File: config.mk
export PLATFORM = sky130hd
export DESIGN_NAME = eip_sequencer
export DESIGN_NICKNAME = d
export VERILOG_FILES = /design/src/rtl/eip_sequencer.sv
export SDC_FILE = /design/constraint.sdc
export NUM_CORES = 1
export LEC_CHECK = 0
export ABC_AREA = 1
export ABC_CLOCK_PERIOD_IN_PS = 1600
export BUFFER_PORTS_ARGS = -buffer_cell sky130_fd_sc_hd__buf_2
export CELL_PAD_IN_SITES_DETAIL_PLACEMENT = 2
export CELL_PAD_IN_SITES_GLOBAL_PLACEMENT = 2
export CORE_MARGIN = 1.5
export CORE_UTILIZATION = 29
export CTS_BUF_LIST = sky130_fd_sc_hd__clkbuf_8
export DETAILED_ROUTE_END_ITERATION = 7
export PLACE_DENSITY_LB_ADDON = 0.2
export REMOVE_ABC_BUFFERS = 1
export SLEW_MARGIN = 10
export SYNTH_ARGS = -nofsm -noshare
export SYNTH_HDL_FRONTEND = slang
export SYNTH_SLANG_ARGS = --single-unit
File: constraint.sdc
create_clock -name clk -period 1.6 [get_ports clk]
set_input_delay 0.32 -clock clk [delete_from_list [all_inputs] [get_ports clk]]
set_output_delay 0.32 -clock clk [all_outputs]
set_load 0.01 [all_outputs]
File: src/rtl/eip_sequencer.sv
// eip_sequencer: owns the Tiny86 architectural EIP and steps each instruction
// through fetch, execute and retire. It also handles single-step pause, halt,
// the watchdog fault and the retired-instruction counter.
module eip_sequencer #(
   parameter logic [31:0] RESET_EIP = 32'h0000_0000,
   parameter int unsigned TIMEOUT   = 16,
   parameter int unsigned CNT_W     = 5
) (
   input  logic        clk,
   input  logic        rst,
   input  logic        start,
   input  logic        single_step,
   output logic        fetch_req,
   output logic [31:0] fetch_addr,
   input  logic        fetch_ack,
   input  logic [3:0]  fetch_len,
   input  logic        fetch_halt,
   output logic        exec_req,
   input  logic        exec_done,
   input  logic [31:0] cfu_next_eip,
   output logic [31:0] eip,
   output logic [3:0]  instr_len,
   output logic        retired,
   output logic [31:0] retire_count,
   output logic        halted,
   output logic        fault,
   output logic [1:0]  fault_code
);

   typedef enum logic [2:0] {
      S_IDLE,
      S_FETCH,
      S_EXEC,
      S_RETIRE,
      S_PAUSE,
      S_HALT,
      S_FAULT
   } state_t;

   localparam logic [1:0] FC_NONE       = 2'd0;
   localparam logic [1:0] FC_FETCH_TO   = 2'd1;
   localparam logic [1:0] FC_ZERO_LEN   = 2'd2;
   localparam logic [1:0] FC_EXEC_TO    = 2'd3;

   // Watchdog value on the last allowed waiting cycle; an ack on this cycle still wins.
   localparam logic [CNT_W-1:0] WD_LAST = CNT_W'(TIMEOUT - 1);

   state_t            state_q, state_d;
   logic [31:0]       eip_q, eip_d;
   logic [31:0]       next_eip_q, next_eip_d;
   logic [3:0]        instr_len_q, instr_len_d;
   logic [31:0]       retire_count_q, retire_count_d;
   logic [CNT_W-1:0]  wd_q, wd_d;
   logic [1:0]        fault_code_q, fault_code_d;
   logic              fetch_req_q, fetch_req_d;
   logic              exec_req_q, exec_req_d;
   logic              retired_q, retired_d;
   logic              halted_q, halted_d;
   logic              fault_q, fault_d;

   logic              wd_expired;

   assign wd_expired = (wd_q == WD_LAST);

   // Next-state, datapath and registered-output decode for the sequencer.
   always_comb begin
      state_d        = state_q;
      eip_d          = eip_q;
      next_eip_d     = next_eip_q;
      instr_len_d    = instr_len_q;
      retire_count_d = retire_count_q;
      wd_d           = wd_q;
      fault_code_d   = fault_code_q;

      case (state_q)
         S_IDLE, S_PAUSE: begin
            if (start) begin
               state_d = S_FETCH;
               wd_d    = '0;
            end
         end
         S_FETCH: begin
            if (fetch_ack) begin
               if (fetch_len == 4'd0) begin
                  state_d      = S_FAULT;
                  fault_code_d = FC_ZERO_LEN;
               end else if (fetch_halt) begin
                  state_d = S_HALT;
               end else begin
                  instr_len_d = fetch_len;
                  wd_d        = '0;
                  state_d     = S_EXEC;
               end
            end else if (wd_expired) begin
               state_d      = S_FAULT;
               fault_code_d = FC_FETCH_TO;
            end else begin
               wd_d = wd_q + 1'b1;
            end
         end
         S_EXEC: begin
            if (exec_done) begin
               next_eip_d = cfu_next_eip;
               state_d    = S_RETIRE;
            end else if (wd_expired) begin
               state_d      = S_FAULT;
               fault_code_d = FC_EXEC_TO;
            end else begin
               wd_d = wd_q + 1'b1;
            end
         end
         S_RETIRE: begin
            eip_d          = next_eip_q;
            retire_count_d = retire_count_q + 32'd1;
            wd_d           = '0;
            state_d        = single_step ? S_PAUSE : S_FETCH;
         end
         S_HALT, S_FAULT: begin
            state_d = state_q;
         end
         default: begin
            state_d = S_IDLE;
         end
      endcase

      // Outputs are registered from the next state so they line up with it.
      fetch_req_d = (state_d == S_FETCH);
      exec_req_d  = (state_d == S_EXEC);
      retired_d   = (state_d == S_RETIRE);
      halted_d    = (state_d == S_HALT);
      fault_d     = (state_d == S_FAULT);
   end

   // State and output registers with synchronous reset.
   always_ff @(posedge clk) begin
      if (rst) begin
         state_q        <= S_IDLE;
         eip_q          <= RESET_EIP;
         next_eip_q     <= RESET_EIP;
         instr_len_q    <= '0;
         retire_count_q <= '0;
         wd_q           <= '0;
         fault_code_q   <= FC_NONE;
         fetch_req_q    <= 1'b0;
         exec_req_q     <= 1'b0;
         retired_q      <= 1'b0;
         halted_q       <= 1'b0;
         fault_q        <= 1'b0;
      end else begin
         state_q        <= state_d;
         eip_q          <= eip_d;
         next_eip_q     <= next_eip_d;
         instr_len_q    <= instr_len_d;
         retire_count_q <= retire_count_d;
         wd_q           <= wd_d;
         fault_code_q   <= fault_code_d;
         fetch_req_q    <= fetch_req_d;
         exec_req_q     <= exec_req_d;
         retired_q      <= retired_d;
         halted_q       <= halted_d;
         fault_q        <= fault_d;
      end
   end

   assign fetch_req    = fetch_req_q;
   assign fetch_addr   = eip_q;
   assign exec_req     = exec_req_q;
   assign eip          = eip_q;
   assign instr_len    = instr_len_q;
   assign retired      = retired_q;
   assign retire_count = retire_count_q;
   assign halted       = halted_q;
   assign fault        = fault_q;
   assign fault_code   = fault_code_q;

endmodule
# == Word-level counts from Yosys, hierarchy flattened ==
# Cells that the tools add are included.
# classes
n_addsub,2
n_eq_ne,19
mux,21
bitwise,2
n_reduce_logical,10
# op_table
cell,n
$add 32x1->32 const B,1
$mux 5,6
$mux 3,7
$pmux 5 s4,1
$eq 3x3->1 const B,5
$pmux 3 s5,1
$eq 3x2->1 const B,4
$ne 3x3->1 const B,4
$mux 2,5
$reduce_and 5->1,2
$eq 3x1->1 const B,2
$ne 2x2->1 const B,3
$add 5x1->5 const B,1
$eq 5x4->1 const B,1
$logic_not 4->1,1
$pmux 2 s2,1
$reduce_and 4->1,1
$reduce_bool 4->1,1
$reduce_or 2->1,2
$logic_not 3->1,1
$not 1->1,2
$reduce_and 2->1,1
$reduce_bool 2->1,1
# word_totals
regBits,115
in_bits,43
out_inout_bits,107
wordCells,66

# == Depth between registers and ports, before layout ==
# logic_depth
ltp_word,5
depth_mapped,11
mapped_depth_nobuf,11

# == Worst setup path before layout ==
# No wires, ideal clock.
# synth_path
path_type,register -> register
from,register retire_count_q[1] (netlist: retire_count[1])
to,register retire_count_q[24] (netlist: retire_count[24])
t_arrival_ns,1.424
setup_slack_ns,0.066
path_stages_with_launch,11
path_buffers,0
period_less_slack_ns,1.534
cell_sequence,dfxtp_1 -> ha_1 -> inv_1 -> nor2_1 -> nand3_4 -> nor2_4 -> nand2_2 -> nor2_1 -> nand2_1 -> nand2_1 -> nor2_1
# synth_via
elab_chain_len,1
# synth_lines
item,line_no,text
"start, declared",52,"logic [31:0] retire_count_q, retire_count_d;"
"start signal, assigned",154,retire_count_q <= retire_count_d;
$add 32x1->32,114,retire_count_d = retire_count_q + 32'd1;
# No other way between the ends.
# A chain may end at the register's enable or synchronous reset.

# == Final worst setup path ==
# layout_path
from,register state_q[2]
to,register retire_count_q[28] (netlist: retire_count[28])
# layout_via
elab_chain_len,1
# layout_lines
item,line_no,text
"start, declared",48,"state_t state_q, state_d;"
"start signal, assigned",150,state_q <= state_d;
$eq 3x2->1,75,case (state_q)
# No other way between the ends.

==> metrics <==
H-tree depth=4; Max-slew headroom=about 73%; P per Cell Area=899 mW/mm^2; pin count of the biggest net entering global routing=67; CTS tree=built; Worst setup EP type=register; most common cell after layout, fill and taps aside=nor2_1; Synth Instances=~730; final-report hold violation count=0; max_cap viols=0; Clock Skew=roughly 0.014 ns; Post-Place Setup Slack=-0.0560 ns; CTS Buffer Depth=2; CP Launch Type=register; # diodes=0; Initial Util=between 20 and 30%; placed cells=roughly 1,100; cts bufs inserted=17; Synth area leaders=dfxtp_1, nor2_1, o21ai_0; worst slew pin tran=0.401 ns; Reg clk slew, reported paths=0.07 ns; grt ovf=0; initial antenna violation count=0; Critical Path AT=around 1.9 ns; RSZ-0062 raised after global routing=yes; Cell Area, Synth=about 0.0053 mm^2; Antenna Nets Post-Route=0; Crit path depth=7; latest clock arrival within the worst-skew pair=between 0.4 and 0.5 ns; via/cell ratio=4.70; WS Path Type=reg2reg; post-DR wirelength/cell=approximately 16 um; clock sink count=115; post-DP HPWL=between 10 and 15 mm; Min Clock Period, post-route=roughly 1.5 ns; reg2reg end=retire_count[28]; maximum vdd drop=about 0.00052 V; worst hold path class=in2reg; Post-Route WL=around 18 mm; r2r setup slk=roughly 0.064 ns; DRC viols=0; Iter 0 DRT Violations=just over 100; critical path launch point=state_q[2]; area grow syn2layout=27.1%; Die Width=roughly 140 um; Nets=~920; Setup TNS=0 ns; Yosys cell types=33; port bufs=between 100 and 150; CTS root buf=clkbuf_8; I/O Pins=150; critical path's slowest cell=dfxtp_2; Worst Path Required=1.94 ns; CP Buf/Inv Count=1; final setup margin=roughly 0.064 ns; status=finished clean; global-route wire length before repair=roughly 27 mm; Ys Warns=0; fmax=between 0.6 and 0.7 GHz; TritonRoute pass-1 iters=4; post-layout utilization of the core=between 30 and 40%; layout cells sized above 1=31.6%; GR Util All Layers=roughly a fifth; routed vias=between 5,000 and 6,000; most frequent cells in the layout=nor2_1, buf_2, dfxtp_1; Std-Cell Rows=49; Seq/Total Area, Yosys=between 40 and 50%; Fillers=roughly 2,200; delay-heaviest family, CP=simple AND/OR/NAND/NOR gates; leak pwr=between 0.003 and 0.004 uW; Die Ht=~140 um; crit path capture=retire_count[28]; syn avg cell area=slightly above 7 um^2; final setup violation count=0; cell count of the worst reg-to-reg path=7; peak fanout along the critical path=7; vias in the first global route=about 5,600; worst r2r src=state_q[2]; crit path cell chain=buf_4, nor2_8, nand3_4, nor2_4, nand4_1, nor2_1, nor2_1; full die area=roughly 0.019 mm^2; period utilization=96.0%; Crit path top cell by count=nor2_1; gpl congestion=0.830; top-area cell type share of the netlist area=between 40% and 50%; Final Non-Filler Cells=1,116; Final Max Tran Viols=0; cell taking the most area after synthesis=dfxtp_1; number of synthesized register bits=around 120; slowest cell delay on critical path=0.36 ns; core area=around 0.018 mm^2
-- how the worst min path moves through the flow --
stage / endpoint / startpoint / depth (start not counted)
finish: next_eip_q[31] / cfu_next_eip[31] / 3
global route: next_eip_q[29] / cfu_next_eip[29] / 3
CTS: next_eip_q[0] / cfu_next_eip[0] / 3
detailed placement: fault_code[0] / fault_code[0] / 2
global placement: fault_code[0] / fault_code[0] / 2
floorplan: retire_count[26] / rst / 1
-- state kept, by name, indices dropped and copies added, names as in the netlist --
name          cells
fetch_req         1
fault             1
next_eip_q       32
halted            1
retire_count     32
instr_len         4
retired           1
wd_q              5
state_q           3
exec_req          1
eip              32
fault_code        2
-- layer usage --
layer | part of all wire, % | track usage (%)
met3 | 3.0 | 4.27
met5 | 0 | 0
met4 | 1.0 | 5.50
met1 | 45 | 22.3
met2 | 51 | 33.9
-- through the flow --
stage	total power [uW]	hold WS, ns	area (um^2)
floorplan	3190	0.387	4850
global placement	3360	0.442	6170
detailed placement	3380	0.452	6170
CTS	6100	0.0655	6580
global route	6280	0.0769	6690
finish	6010	0.100	6690
-- synth_stat cells (all sizes together) --
cell type    n
inv         63
nand3       34
dfxtp      115
o21a         2
nand2       93
o21ai       90
nor2       226
clkbuf      14
a31oi        1
and2         1
a21oi       20
xor2         2
buf         44
nor3         3
ha           2
nand4       15
xnor2        2
clkinv       1
-- what timing repair did --
item	in CTS	in global routing
hold buffers	0	0
pin swaps	1	12
resized for setup	6	34
setup buffers	1	2
endpoints found under the setup margin	9	53
-- area by class of cell --
type / count / area (um^2) / share of cell area [%]
Sequential cell: 115 / 2320 / 34.7
Clock buffer: 18 / 248 / 3.70
Tap cell: 229 / 287 / 4.28
Clock inverter: 14 / 140 / 2.10
Multi-Input combinational cell: 491 / 2390 / 35.7
Inverter: 64 / 245 / 3.67
Timing Repair Buffer: 185 / 1060 / 15.8
-- cells by family after synthesis --
logic type / after synthesis / synth area share, %
fa+ha+maj: 2 / 0.475
xor+xnor: 4 / 0.666
simple gates: 372 / 31.7
compound gates: 113 / 10.9
buf+inv: 122 / 12.5
flops: 115 / 43.7
-- worst register-to-register path: cells and delay by family (launching register included) --
kind	cells	cell delay (ns)
buffers and inverters	1	0.16
DFF	1	0.36
and+or+nand+nor	6	0.93
-- report_power, final --
part / internal (uW) / switching [uW] / total (uW)
combinational: 150 / 240 / 391
sequential: 2900 / 28.2 / 2930
clock: 1410 / 1280 / 2690
Power figures use the tool's default switching activity.
